File: config.mk
export PLATFORM = sky130hd
export DESIGN_NAME = div_sequencer_flat
export DESIGN_NICKNAME = d
export VERILOG_FILES = /design/src/rtl/div_sequencer_if.sv /design/src/rtl/div_sequencer.sv /design/src/flat_wrapper.sv
export SDC_FILE = /design/constraint.sdc
export NUM_CORES = 1
export LEC_CHECK = 0
export CORE_ASPECT_RATIO = 2
export CORE_MARGIN = 4
export CORE_UTILIZATION = 35
export DETAILED_ROUTE_END_ITERATION = 8
export SLEW_MARGIN = 10
export SYNTH_ARGS = -nofsm -noshare
export SYNTH_HDL_FRONTEND = slang
export SYNTH_SLANG_ARGS = --single-unit
File: constraint.sdc
create_clock -name iCLK -period 4.9 [get_ports iCLK]
set_clock_uncertainty 0.05 [all_clocks]
set_input_delay 0.735 -clock iCLK [delete_from_list [all_inputs] [get_ports iCLK]]
set_output_delay 0.735 -clock iCLK [all_outputs]
set_load 0.02 [all_outputs]
File: src/rtl/div_sequencer_if.sv
// Request/response bundle between the execute-stage control path and the divider.
// Latency: none (wires only).
// Backpressure: the divider raises oBusy to stall the requester; there is no ready signal.
interface div_sequencer_if #(
  parameter int WIDTH = 32
);
  logic             iStart;
  logic [1:0]       iOp;
  logic [WIDTH-1:0] iA;
  logic [WIDTH-1:0] iB;
  logic             iFlush;
  logic             oBusy;
  logic             oDone;
  logic [WIDTH-1:0] oResult;

  // Pipeline control side: issues requests and consumes results.
  modport master (
    output iStart, iOp, iA, iB, iFlush,
    input  oBusy, oDone, oResult
  );

  // Divider side.
  modport slave (
    input  iStart, iOp, iA, iB, iFlush,
    output oBusy, oDone, oResult
  );
endinterface

File: src/rtl/div_sequencer.sv
// Iterative restoring divider for DIV/DIVU/REM/REMU (one quotient bit per cycle).
// Latency: WIDTH+2 edges to oDone for normal ops, 1 edge for divide-by-zero and signed overflow.
// Backpressure: oBusy is high in CALC/FIX; iStart is ignored while busy and is not queued.
module div_sequencer #(
  parameter int WIDTH = 32
) (
  input logic          iCLK,
  input logic          iRST_n,
  div_sequencer_if.slave bus
);
  localparam int CW = $clog2(WIDTH);

  localparam logic [1:0] IDLE = 2'd0;
  localparam logic [1:0] CALC = 2'd1;
  localparam logic [1:0] FIX  = 2'd2;
  localparam logic [1:0] DONE = 2'd3;

  localparam logic [WIDTH-1:0] MIN_NEG = {1'b1, {(WIDTH-1){1'b0}}};

  logic [1:0]       state_q, state_d;
  logic [CW-1:0]    cnt_q, cnt_d;
  logic [WIDTH-1:0] rem_q, rem_d;
  logic [WIDTH-1:0] quot_q, quot_d;
  logic [WIDTH-1:0] dvsr_q, dvsr_d;
  logic [1:0]       op_q, op_d;
  logic             a_neg_q, a_neg_d;
  logic             b_neg_q, b_neg_d;
  logic [WIDTH-1:0] result_q, result_d;

  logic             accept;
  logic             in_signed;
  logic             in_a_neg;
  logic             in_b_neg;
  logic [WIDTH-1:0] a_mag;
  logic [WIDTH-1:0] b_mag;
  logic             div_zero;
  logic             sgn_ovf;
  logic [WIDTH:0]   rem_sh;
  logic             trial_ok;
  logic [WIDTH-1:0] trial;
  logic             op_signed;
  logic [WIDTH-1:0] q_fix;
  logic [WIDTH-1:0] r_fix;

  // Operand decode and one restoring step; the compare runs on WIDTH+1 bits so nothing wraps.
  always_comb begin
    accept    = ((state_q == IDLE) || (state_q == DONE)) && bus.iStart && !bus.iFlush;
    in_signed = ~bus.iOp[0];
    in_a_neg  = in_signed & bus.iA[WIDTH-1];
    in_b_neg  = in_signed & bus.iB[WIDTH-1];
    // Negating 0x80..0 yields 0x80..0, which read unsigned is exactly the magnitude wanted.
    a_mag     = in_a_neg ? (~bus.iA + 1'b1) : bus.iA;
    b_mag     = in_b_neg ? (~bus.iB + 1'b1) : bus.iB;
    div_zero  = (bus.iB == '0);
    sgn_ovf   = in_signed && (bus.iA == MIN_NEG) && (bus.iB == '1);

    rem_sh    = {rem_q, quot_q[WIDTH-1]};
    trial_ok  = (rem_sh >= {1'b0, dvsr_q});
    // When trial_ok holds the difference is below the divisor, so the low WIDTH bits are exact.
    trial     = rem_sh[WIDTH-1:0] - dvsr_q;

    op_signed = ~op_q[0];
    q_fix     = (op_signed && (a_neg_q ^ b_neg_q)) ? (~quot_q + 1'b1) : quot_q;
    r_fix     = (op_signed && a_neg_q) ? (~rem_q + 1'b1) : rem_q;
  end

  // Next-state logic: flush wins over everything, then accept/iterate/fix-up.
  always_comb begin
    state_d  = state_q;
    cnt_d    = cnt_q;
    rem_d    = rem_q;
    quot_d   = quot_q;
    dvsr_d   = dvsr_q;
    op_d     = op_q;
    a_neg_d  = a_neg_q;
    b_neg_d  = b_neg_q;
    result_d = result_q;

    if (bus.iFlush) begin
      state_d = IDLE;
      cnt_d   = '0;
    end else begin
      case (state_q)
        IDLE, DONE: begin
          state_d = IDLE;
          if (accept) begin
            op_d    = bus.iOp;
            a_neg_d = in_a_neg;
            b_neg_d = in_b_neg;
            if (div_zero) begin
              result_d = bus.iOp[1] ? bus.iA : '1;
              state_d  = DONE;
            end else if (sgn_ovf) begin
              result_d = bus.iOp[1] ? '0 : MIN_NEG;
              state_d  = DONE;
            end else begin
              rem_d   = '0;
              quot_d  = a_mag;
              dvsr_d  = b_mag;
              cnt_d   = CW'(WIDTH - 1);
              state_d = CALC;
            end
          end
        end
        CALC: begin
          rem_d  = trial_ok ? trial : rem_sh[WIDTH-1:0];
          quot_d = {quot_q[WIDTH-2:0], trial_ok};
          if (cnt_q == '0) begin
            state_d = FIX;
          end else begin
            cnt_d = cnt_q - CW'(1);
          end
        end
        default: begin  // FIX
          result_d = op_q[1] ? r_fix : q_fix;
          state_d  = DONE;
        end
      endcase
    end
  end

  // State registers; async reset discards any operation in flight.
  always_ff @(posedge iCLK or negedge iRST_n) begin
    if (!iRST_n) begin
      state_q  <= IDLE;
      cnt_q    <= '0;
      rem_q    <= '0;
      quot_q   <= '0;
      dvsr_q   <= '0;
      op_q     <= '0;
      a_neg_q  <= 1'b0;
      b_neg_q  <= 1'b0;
      result_q <= '0;
    end else begin
      state_q  <= state_d;
      cnt_q    <= cnt_d;
      rem_q    <= rem_d;
      quot_q   <= quot_d;
      dvsr_q   <= dvsr_d;
      op_q     <= op_d;
      a_neg_q  <= a_neg_d;
      b_neg_q  <= b_neg_d;
      result_q <= result_d;
    end
  end

  assign bus.oBusy   = (state_q == CALC) || (state_q == FIX);
  assign bus.oDone   = (state_q == DONE);
  assign bus.oResult = result_q;
endmodule

File: src/flat_wrapper.sv
// flat-port wrapper written by rule: the top's interface ports become plain ports
module div_sequencer_flat 
#(
  parameter int WIDTH = 32
)
  (iCLK, iRST_n, bus_iStart, bus_iOp, bus_iA, bus_iB, bus_iFlush, bus_oBusy, bus_oDone, bus_oResult);
  div_sequencer_if #(.WIDTH(WIDTH)) bus_i ();
  input logic iCLK;
  input logic iRST_n;
  input wire logic [$bits(bus_i.iStart)-1:0] bus_iStart;
  input wire logic [$bits(bus_i.iOp)-1:0] bus_iOp;
  input wire logic [$bits(bus_i.iA)-1:0] bus_iA;
  input wire logic [$bits(bus_i.iB)-1:0] bus_iB;
  input wire logic [$bits(bus_i.iFlush)-1:0] bus_iFlush;
  output wire logic [$bits(bus_i.oBusy)-1:0] bus_oBusy;
  output wire logic [$bits(bus_i.oDone)-1:0] bus_oDone;
  output wire logic [$bits(bus_i.oResult)-1:0] bus_oResult;
  assign bus_i.iStart = bus_iStart;
  assign bus_i.iOp = bus_iOp;
  assign bus_i.iA = bus_iA;
  assign bus_i.iB = bus_iB;
  assign bus_i.iFlush = bus_iFlush;
  assign bus_oBusy = bus_i.oBusy;
  assign bus_oDone = bus_i.oDone;
  assign bus_oResult = bus_i.oResult;
  div_sequencer #(.WIDTH(WIDTH)) u_core (.iCLK(iCLK), .iRST_n(iRST_n), .bus(bus_i));
endmodule
==> flow_metrics.py <==
metrics = {
    "drt": {
        "drcViolationCount": 0,
        "drt-total-wl_mm": 34.2,
        "ant_nets": 0,
        "routedWlPerCell_um": 17.9,
        "vias_per_cell": 5.46,
        "vias": 10400,
        "dr.pass1.iters": 5,
        "drt_iter0_markers": 661,
    },
    "clocking": {
        "post_cts_buffers": 0,
        "cts_resized": 0,
        "cts.clk_slew.worst_paths_ns": 0.06,
        "clkSinkCount": 139,
        "clock_latency_ns": 0.43,
        "cts_max_level": 4,
        "ctsRootBufferMaster": "clkbuf_16",
        "cts_tree": "built",
        "cts_made_buffers": 17,
        "cts_hold_buf": 0,
        "ctsLongestPathBuffers": 2,
    },
    "sta": {
        "holdWs_ns": 0.280,
        "final_hold_viol_count": 0,
        "fin_crit_sh_pct": 80.2,
        "finalMaxSlewViolations": 0,
        "tns_ns": 0,
        "fmax_mhz": 254,
        "final.setup.worst_slack_ns": 0.968,
        "rsz0062_at_grt": "false",
        "layout_min_cycle_time_ns": 3.93,
        "slew_headroom_pct": 24.4,
        "tightest_slew_ns": 1.13,
        "setup_viol": 0,
    },
    "layout": {
        "nFillCells": 3118,
        "area_growth_pct": 19.9,
        "fin_nets": 1590,
        "final_common_cell": "o21ai_0",
        "drive_gt1_share_pct": 5.84,
        "stdcell_count": 1908,
        "final_cell_mix": "o21ai_0, nand2_1, dfrtp_1, nor2_1, a21oi_1",
        "diodes": 0,
    },
    "power_and_ir_drop": {
        "pwr-share-comb_pct": 61.3,
        "power.internal_uw": 4900,
        "switchingPower_uw": 4530,
        "finalPower_uw": 9430,
        "max-vdd-ir-drop_mv": 0.400,
        "power_frac_seq_pct": 23.9,
        "switching_share_pct": 48.1,
        "p_per_area_mw_per_mm2": 716,
        "clkPwrFrac_pct": 14.8,
        "leakagePower_uw": 0.00533,
    },
    "setup_path": {
        "crit_type": "in -> reg",
        "worstReg2RegStart": "u_core.rem_q[5]",
        "critical-path-max-stage-delay_ns": 0.60,
        "worstReg2RegEnd": "u_core.rem_q[0]",
        "crit_fanout": 11,
        "crit_start": "bus_iA[4]",
        "end_kind": "register",
        "worstPathRequired_ns": 5.14,
        "slowest_stage": "or4_1",
        "crit_end": "u_core.bus.oResult[25]",
        "cpMostUsedCell": "buf_4",
        "start_kind": "input port",
        "worstRegToRegCells": 12,
        "crit_path_cell_trace": "clkdlybuf4s50_1, or4_1, nor3_1, nand4_1, buf_4, or4_1, o21ba_4, nand2b_4, a211oi_4, buf_4, buf_4, nor2b_1, a31oi_1, o21ai_0",
        "arrival_ns": 4.17,
        "rrSetupSlack_ns": 0.99,
    },
    "grt": {
        "grt_max_degree": 81,
        "grt_overflow": 0,
        "grt_pass1_wl_mm": 54.2,
        "track_usage_pct": 19.7,
        "grt_antenna_before_repair": 0,
        "grt_pass1_vias": 10300,
    },
    "yosys": {
        "synth_top_family_by_area": "compound AO/OA/AOI/OAI gates",
        "synth_mux_area_share_pct": 3.15,
        "synthArstFlopShare_pct": 100,
        "ys_types": 62,
        "seq_area_frac_synth_pct": 31.7,
        "synth_xor_area_share_pct": 11.0,
        "syn-num-nets": 1505,
        "netlist_area_mm2": 0.0110,
        "ys_seq_elements": 139,
        "synthAdderAreaFrac_pct": 4.97,
        "synthSimpleGateAreaFrac_pct": 19.7,
        "avgSynthCellArea_um2": 7.88,
        "synth_edf_count": 0,
        "ys_dominant_reg_cell": "dfrtp_1",
        "synth-compound-area-share_pct": 24.1,
        "synthCells": 1392,
        "synth_warnings": 0,
    },
    "place": {
        "dp_cells": 1876,
        "dp_hpwl_mm": 26.6,
        "pre_cts_ws_ns": 0.518,
        "gp_congestion": 0.937,
        "io_buffers": 103,
    },
    "die": {
        "ioPinCount": 104,
        "rows": 91,
        "die_h_um": 258,
        "dieArea_mm2": 0.0344,
        "core_area_mm2": 0.0309,
        "initial_core_util_pct": 35.6,
        "die_x_um": 133,
    },
    "min_path": {
        "holdCritPathClass": "in -> async",
    },
    "flow_run": {
        "max_cap_viol_count": 0,
    },
    "run_status": {
        "status": "complete, no violations",
    },
}
==> metrics by stage <==
stage | utilization (%) | area, µm²
floorplan | - | 11000
global placement | 40.6 | 12500
detailed placement | 40.6 | 12500
CTS | 42.6 | 13200
global route | 42.6 | 13200
finish | 42.6 | 13200
==> flip-flops by register name, indices dropped and copies added, names as in the netlist <==
register and cells:
u_core.state_q 2, u_core.dvsr_q 32, u_core.a_neg_q 1, u_core.quot_q 32
u_core.op_q 2, u_core.b_neg_q 1, u_core.rem_q 32, u_core.bus.oResult 32
u_core.cnt_q 5
==> logic make-up (layout without fill, tap and decap cells) <==
| group | Yosys count | after routing |
|---|---|---|
| adders and majority gates | 43 | 43 |
| muxes | 34 | 34 |
| AOI/OAI and AO/OA | 447 | 447 |
| buffers and inverters | 144 | 242 |
| and+or+nand+nor | 447 | 447 |
| DFF | 139 | 139 |
| xor gates and xnor gates | 138 | 138 |
==> synthesized netlist by cell type (all sizes together), types with 2 or more instances <==
library cell / count / share of area [%]
xnor2: 71 / 5.7
o21a: 8 / 0.55
nor4: 14 / 0.94
and2b: 2 / 0.14
o31ai: 29 / 2.0
xor2: 67 / 5.3
nand2: 149 / 5.1
nand2b: 29 / 1.7
or4: 16 / 1.2
o211ai: 22 / 1.5
ha: 42 / 4.8
a311oi: 2 / 0.16
nor2: 122 / 4.2
dfrtp: 139 / 32
clkbuf: 48 / 1.6
buf: 23 / 1.2
nor4b: 3 / 0.24
nand3: 15 / 0.68
or4b: 2 / 0.22
and3: 4 / 0.23
or3: 23 / 1.3
nor3: 27 / 1.4
nand4: 15 / 0.86
inv: 73 / 2.5
mux2i: 30 / 2.7
nor2b: 17 / 0.97
nor3b: 2 / 0.14
mux2: 4 / 0.41
o21ai: 168 / 7.7
o31a: 6 / 0.48
a211oi: 18 / 1.3
o22ai: 5 / 0.29
a21oi: 118 / 5.4
a31oi: 39 / 2.2
and2: 4 / 0.23
a21o: 8 / 0.55
o41ai: 9 / 0.79
o21bai: 6 / 0.41
==> worst min path at each step <==
stage	cells after the start	start	slack (ns)	end
after global routing	1	iRST_n	0.35	u_core.quot_q[10]
after detailed placement	2	u_core.b_neg_q	0.46	u_core.b_neg_q
after CTS	1	iRST_n	0.34	u_core.quot_q[10]
after global placement	2	u_core.b_neg_q	0.43	u_core.b_neg_q
final	1	iRST_n	0.28	u_core.quot_q[10]
after floorplan	0	iRST_n	0.39	u_core.a_neg_q
==> power by group through the flow <==
stage / sequential, µW / combinational (µW) / clock [µW]
floorplan: 2190 / 4160 / 0
global placement: 2250 / 5670 / 0
detailed placement: 2260 / 5750 / 0
CTS: 2250 / 5780 / 1430
global route: 2340 / 6430 / 1470
finish: 2250 / 5770 / 1400
==> layout make-up <==
cell class	instances	area [µm²]	share of cell area (%)
repair buffers	137	1310	9.98
inverters	73	274	2.08
flip-flops and latches	139	3480	26.4
well taps	418	523	3.98
clock inverters	11	166	1.26
clock buffers	21	470	3.58
multi-input cells	1109	6930	52.7
==> metal layers <==
layer | track usage, % | routed length [µm]
met1 | 21.5 | 13000
met4 | 12.0 | 2040
met3 | 2.16 | 1110
met2 | 36.2 | 18000
met5 | 0 | 0
==> critical path, delay by kind of cell <==
| family | cells | cell delay [ns] |
|---|---|---|
| AND/OR/NAND/NOR | 6 | 1.66 |
| AO/OA/AOI/OAI | 4 | 0.78 |
| buffers and inverters | 4 | 0.98 |
(Power assumes the default switching activity.)
